File: config.mk
export PLATFORM = sky130hd
export DESIGN_NAME = demux4_reg_flat
export DESIGN_NICKNAME = d
export VERILOG_FILES = /design/src/rtl/demux4_reg_pkg.sv /design/src/rtl/demux4_reg_if.sv /design/src/rtl/demux_slot.sv /design/src/rtl/demux4_reg.sv /design/src/flat_wrapper.sv
export SDC_FILE = /design/constraint.sdc
export NUM_CORES = 1
export LEC_CHECK = 0
export BUFFER_PORTS_ARGS = -buffer_cell sky130_fd_sc_hd__buf_2
export CAP_MARGIN = 20
export CORE_ASPECT_RATIO = 0.8
export CORE_MARGIN = 2
export CORE_UTILIZATION = 45
export CTS_BUF_LIST = sky130_fd_sc_hd__clkbuf_16
export CTS_CLUSTER_SIZE = 8
export DETAILED_ROUTE_END_ITERATION = 8
export PLACE_DENSITY_LB_ADDON = 0.05
export SYNTH_ARGS = -nofsm -noshare
export SYNTH_HDL_FRONTEND = slang
export SYNTH_SLANG_ARGS = --single-unit
File: constraint.sdc
create_clock -name clk -period 1.75 [get_ports clk]
set_clock_uncertainty 0.05 [all_clocks]
set_input_delay 0.175 -clock clk [delete_from_list [all_inputs] [get_ports clk]]
set_output_delay 0.175 -clock clk [all_outputs]
set_load 0.01 [all_outputs]
File: src/rtl/demux4_reg_pkg.sv
// Shared constants and channel-select type for the registered 1-to-4 demultiplexer.
package demux4_reg_pkg;

    localparam int unsigned WIDTH = 16;
    localparam int unsigned NCH   = 4;
    localparam int unsigned SEL_W = 2;

    typedef logic [SEL_W-1:0] ch_sel_t;

    function automatic logic [NCH-1:0] sel_onehot(input ch_sel_t sel);
        return NCH'(1) << sel;
    endfunction

endpackage

File: src/rtl/demux4_reg_if.sv
// Producer-side and consumer-side handshake bundle for demux4_reg.
interface demux4_reg_if;
    import demux4_reg_pkg::*;

    logic [WIDTH-1:0]     in_data;
    ch_sel_t              in_sel;
    logic                 in_valid;
    logic                 in_ready;
    logic [NCH*WIDTH-1:0] out_data;
    logic [NCH-1:0]       out_valid;
    logic [NCH-1:0]       out_ready;
    logic [7:0]           acc_cnt;

    modport master (
        output in_data, in_sel, in_valid, out_ready,
        input  in_ready, out_data, out_valid, acc_cnt
    );

    modport slave (
        input  in_data, in_sel, in_valid, out_ready,
        output in_ready, out_data, out_valid, acc_cnt
    );

endinterface

File: src/rtl/demux_slot.sv
// One output channel: a single-word holding register with a full flag.
module demux_slot #(
    parameter int unsigned Width = 16
) (
    input  logic             clk_i,
    input  logic             rst_ni,
    input  logic             push_i,
    input  logic             ready_i,
    input  logic [Width-1:0] data_i,
    output logic             full_o,
    output logic [Width-1:0] data_o
);

    logic             full_d, full_q;
    logic [Width-1:0] data_d, data_q;

    // A push on the same edge as a pop keeps the slot full with the new word.
    always_comb begin
        full_d = push_i | (full_q & ~ready_i);
        data_d = push_i ? data_i : data_q;
    end

    always_ff @(posedge clk_i or negedge rst_ni) begin
        if (!rst_ni) begin
            full_q <= 1'b0;
            data_q <= '0;
        end else begin
            full_q <= full_d;
            data_q <= data_d;
        end
    end

    assign full_o = full_q;
    assign data_o = data_q;

endmodule

File: src/rtl/demux4_reg.sv
// Registered 1-to-4 demultiplexer; each channel stalls independently of the others.
module demux4_reg
    import demux4_reg_pkg::*;
(
    input  logic         clk,
    input  logic         rst_n,
    demux4_reg_if.slave  bus
);

    ch_sel_t        sel;
    logic           in_fire;
    logic [NCH-1:0] push;
    logic [NCH-1:0] full;
    logic [7:0]     acc_cnt_d, acc_cnt_q;

    assign sel = bus.in_sel;

    // Ready looks only at the addressed channel so a stalled channel blocks nothing else.
    assign bus.in_ready = rst_n & (~full[sel] | bus.out_ready[sel]);
    assign in_fire      = bus.in_valid & bus.in_ready;

    always_comb begin
        push = '0;
        if (in_fire) begin
            push = sel_onehot(sel);
        end
    end

    for (genvar k = 0; k < NCH; k++) begin : g_slot
        demux_slot #(
            .Width (WIDTH)
        ) u_slot (
            .clk_i   (clk),
            .rst_ni  (rst_n),
            .push_i  (push[k]),
            .ready_i (bus.out_ready[k]),
            .data_i  (bus.in_data),
            .full_o  (full[k]),
            .data_o  (bus.out_data[k*WIDTH +: WIDTH])
        );
    end

    assign bus.out_valid = full;

    always_comb begin
        acc_cnt_d = acc_cnt_q + {7'd0, in_fire};
    end

    always_ff @(posedge clk or negedge rst_n) begin
        if (!rst_n) begin
            acc_cnt_q <= 8'd0;
        end else begin
            acc_cnt_q <= acc_cnt_d;
        end
    end

    assign bus.acc_cnt = acc_cnt_q;

endmodule

File: src/flat_wrapper.sv
// flat-port wrapper written by rule: the top's interface ports become plain ports
module demux4_reg_flat import demux4_reg_pkg::*;
  (clk, rst_n, bus_in_data, bus_in_sel, bus_in_valid, bus_out_ready, bus_in_ready, bus_out_data, bus_out_valid, bus_acc_cnt);
  demux4_reg_if bus_i ();
  input  logic clk;
  input  logic rst_n;
  input wire logic [$bits(bus_i.in_data)-1:0] bus_in_data;
  input wire logic [$bits(bus_i.in_sel)-1:0] bus_in_sel;
  input wire logic [$bits(bus_i.in_valid)-1:0] bus_in_valid;
  input wire logic [$bits(bus_i.out_ready)-1:0] bus_out_ready;
  output wire logic [$bits(bus_i.in_ready)-1:0] bus_in_ready;
  output wire logic [$bits(bus_i.out_data)-1:0] bus_out_data;
  output wire logic [$bits(bus_i.out_valid)-1:0] bus_out_valid;
  output wire logic [$bits(bus_i.acc_cnt)-1:0] bus_acc_cnt;
  assign bus_i.in_data = bus_in_data;
  assign bus_i.in_sel = bus_in_sel;
  assign bus_i.in_valid = bus_in_valid;
  assign bus_i.out_ready = bus_out_ready;
  assign bus_in_ready = bus_i.in_ready;
  assign bus_out_data = bus_i.out_data;
  assign bus_out_valid = bus_i.out_valid;
  assign bus_acc_cnt = bus_i.acc_cnt;
  demux4_reg u_core (.clk(clk), .rst_n(rst_n), .bus(bus_i));
endmodule
==> qor.csv <==
stage,metric,value,unit
run_status,status,"complete, but fails checks",
run_status,violations,negative setup slack,
detailed_routing,drc,0,
finish,regArea,1900,sq um
yosys,synthesis.area,3010,sq um
sta,maxSlewViolCount,0,
finish,antenna_cells,0,
yosys,yosys.cell_types.count,25,
sta,max-slew-margin-rel,36.1,%
grt,grt_max_degree,77,
cts,htreeDepth,3,
yosys,yosys_warnings,0,
floorplanning,die_w,95.5,um
sta,fin_hold_ws,68.7,ps
critical_path,path_buf_inv,0,
place,gp_congestion,0.717,
finish,nets,332,
detailed_routing,met3_length,449,um
power_and_ir_drop,p_per_area,1320,nW/um^2
detailed_routing,ant_nets,0,
cts,clockBufferDepth,2,
sta,setup_viol,7,
critical_path,crit_top_cell,ha_4,
detailed_routing,post_drt_via_cell_ratio,4.83,
detailed_routing,dr.pass1.iters,4,
detailed_routing,wl_met2,2.79,mm
power_and_ir_drop,power.leakage,1.99,nW
critical_path,critPathLaunch,u_core.g_slot[1].u_slot.full_o,
critical_path,critPathMaxFanout,3,
grt,grt_overflow,0,
yosys,synth_area_leaders,"dfrtp_1 (63%), mux2_2 (24%), buf_6 (1.9%)",
floorplanning,floorplan.initialDensity,46.8,%
sta,setup_ws,-78.9,ps
cts,cts_hold_buffers,0,
yosys,yosysTopAreaCellShare,63.1,%
critical_path,rr_startpoint,u_core.g_slot[1].u_slot.full_o,
yosys,synth.most_common_cell,dfrtp_1,
finish,final_cells,393,
critical_path,cp_slowest_cell,mux4_2,
worst_hold_path,min_from,bus_in_data[5],
grt,grt_usage,18.3,%
yosys,synth_top_area_cell,dfrtp_1,
cts,path_clk_slew,50,ps
yosys,synth_seq_area_share,63.1,%
sta,rsz0062_at_grt,yes,
critical_path,critical_path.max_stage_delay,480,ps
detailed_routing,drtIter0Drc,38,
floorplanning,num_rows,26,
detailed_routing,met1Wirelength,2.98,mm
grt,antenna_found_initial,0,
critical_path,crit_path_end_kind,flop,
grt,grt_pass1_vias,1968,
critical_path,cp_cell_sequence,nand2b_1 > mux4_2 > and2b_2 > ha_4 > ha_4 > nand3_2 > xnor2_2,
place,dp_cells,372,
yosys,synth-edff-count,0,
run,cap_violations,0,
place,port_buffers,101,
sta,worstMarginPinSlew,959,ps
sta,fin_setup_tns,-276,ps
detailed_routing,wl,6.29,mm
critical_path,critPathKind,reg -> reg,
yosys,avgSynthCellArea,16.4,sq um
floorplanning,top_level_ports,102,
grt,grt_pass1_wl,10.1,mm
finish,drive_above_1_share,70.2,%
floorplanning,die_y,77.2,um
detailed_routing,vias,1899,
yosys,synth_nets,211,
critical_path,cpLargestDelayFamily,multiplexers,
place,dp.final_hpwl,4.16,mm
finish,nFillCells,509,
sta,fmax,547,MHz
worst_hold_path,hp-class,in -> reg,
cts,cts_tree,yes,
critical_path,cp.required,1940,ps
cts,clkLatencyLatePin,320,ps
cts,root_buffer,clkbuf_16,
finish,final_core_util,63.4,%
finish,area_delta_synth_final,35.5,%
yosys,synth_common_cells,"dfrtp_1 (76), mux2_2 (63), buf_6 (5), nand3_1 (5), xnor2_1 (5)",
cts,clock_sinks,76,
critical_path,critPathLaunchType,flop,
floorplanning,core,6440,sq um
yosys,async_flop_share,100,%
yosys,synth_cells,184,
detailed_routing,dr.max_layer_used,met4,
yosys,ys_seq_elements,76,
cts,numCtsBuffers,9,
critical_path,critPathArrivalTime,2020,ps
sta,hold_viol_final,0,
sta,period_needed,1830,ps
power_and_ir_drop,ir_worst_vdd,0.758,mV
detailed_routing,wire_per_inst,16.0,um
finish,multiInputGateArea,1110,sq um
floorplanning,dieArea,7370,sq um
sta,fin_crit_sh,105,%
yosys,synth_flop_cell,dfrtp_1,
[worst register-to-register path: cells and delay by family (launching register included)]
| kind | cells | cell delay (ps) |
|---|---|---|
| flip-flops | 1 | 360 |
| AND/OR/NAND/NOR | 3 | 410 |
| adder cells (fa/ha/maj) | 2 | 340 |
| XOR/XNOR | 1 | 120 |
| multiplexers | 1 | 480 |
[cell usage in the layout, fill, tap and decap left out, drive strengths merged]
master / netlist / layout
xnor2: 5 / 5
o21ai: 1 / 1
and3: 3 / 3
clkbuf: 0 / 10
nor2b: 1 / 1
ha: 2 / 2
buf: 10 / 119
and2b: 1 / 1
xor2: 1 / 1
clkinvlp: 0 / 1
bufinv: 0 / 1
mux2: 64 / 64
nand4bb: 1 / 1
nor4: 1 / 1
and2: 1 / 1
dfrtp: 76 / 76
or2: 1 / 1
nand2b: 4 / 4
nand2: 3 / 3
nand3: 7 / 7
nor3b: 1 / 1
mux4: 1 / 1
clkinv: 0 / 4
[registers in the layout, summed over array words and instances (netlist names)]
name / flops
u_core.bus.acc_cnt: 8
u_core.g_slot.u_slot.data_o: 64
u_core.g_slot.u_slot.full_o: 4
[per-layer routing]
layer	vias up	GRT usage, %
met4	0	5.00
met2	58	27.8
met3	7	7.37
li1	887	-
met1	947	24.3
met5	-	0
[report_power, final]
part	leakage [nW]	switching (W)	internal, W
sequential	0.925	0.000253	0.00216
combinational	0.925	0.000581	0.000643
clock	0.138	0.000647	0.00108
total	1.99	0.00148	0.00389
[cell families (layout without fill, tap and decap cells)]
kind of cell	after synthesis	after routing	synth area share (%)
flops	76	76	63.1
mux	65	65	24.8
simple gates	24	24	6.27
buf+inv	10	135	3.03
xor+xnor	6	6	1.74
fa+ha+maj	2	2	0.831
compound gates	1	1	0.166
[what timing repair did]
item / 4_1_cts / 5_1_grt
gates resized for setup: 4 / 7
setup endpoints to repair: 7 / 23
setup buffers: 6 / 0
pin swaps: 2 / 3
gates cloned: 0 / 1
[final timing paths]
check / endpoint / slack, ps / depth (start not counted)
setup reg to reg: u_core.bus.acc_cnt[6] / -80 / 7
setup / recovery: u_core.bus.acc_cnt[6] / -80 / 7
max in group asynchronous: u_core.bus.acc_cnt[1] / 940 / 2
hold reg to reg: u_core.bus.acc_cnt[7] / 410 / 1
min in group asynchronous: u_core.g_slot[2].u_slot.data_o[14] / 110 / 2
hold / removal: u_core.g_slot[2].u_slot.data_o[5] / 70 / 2
[through the flow]
stage / power (W) / cell area [sq um] / setup WS, ps
2_1_floorplan: 0.00303 / 3030 / -14.1
3_3_place_gp: 0.00360 / 3660 / -20.7
3_5_place_dp: 0.00362 / 3660 / -54.9
4_1_cts: 0.00541 / 4020 / -34.7
5_1_grt: 0.00567 / 4080 / -120
6_report: 0.00537 / 4080 / -78.9
[layout make-up]
class / instances / share of cell area [%]
clock inverters: 6 / 1.38
flip-flops and latches: 76 / 46.6
multi-input cells: 98 / 27.3
clock buffers: 9 / 5.52
well taps: 84 / 2.58
repair buffers: 120 / 16.7
Power figures use the tool's default switching activity.
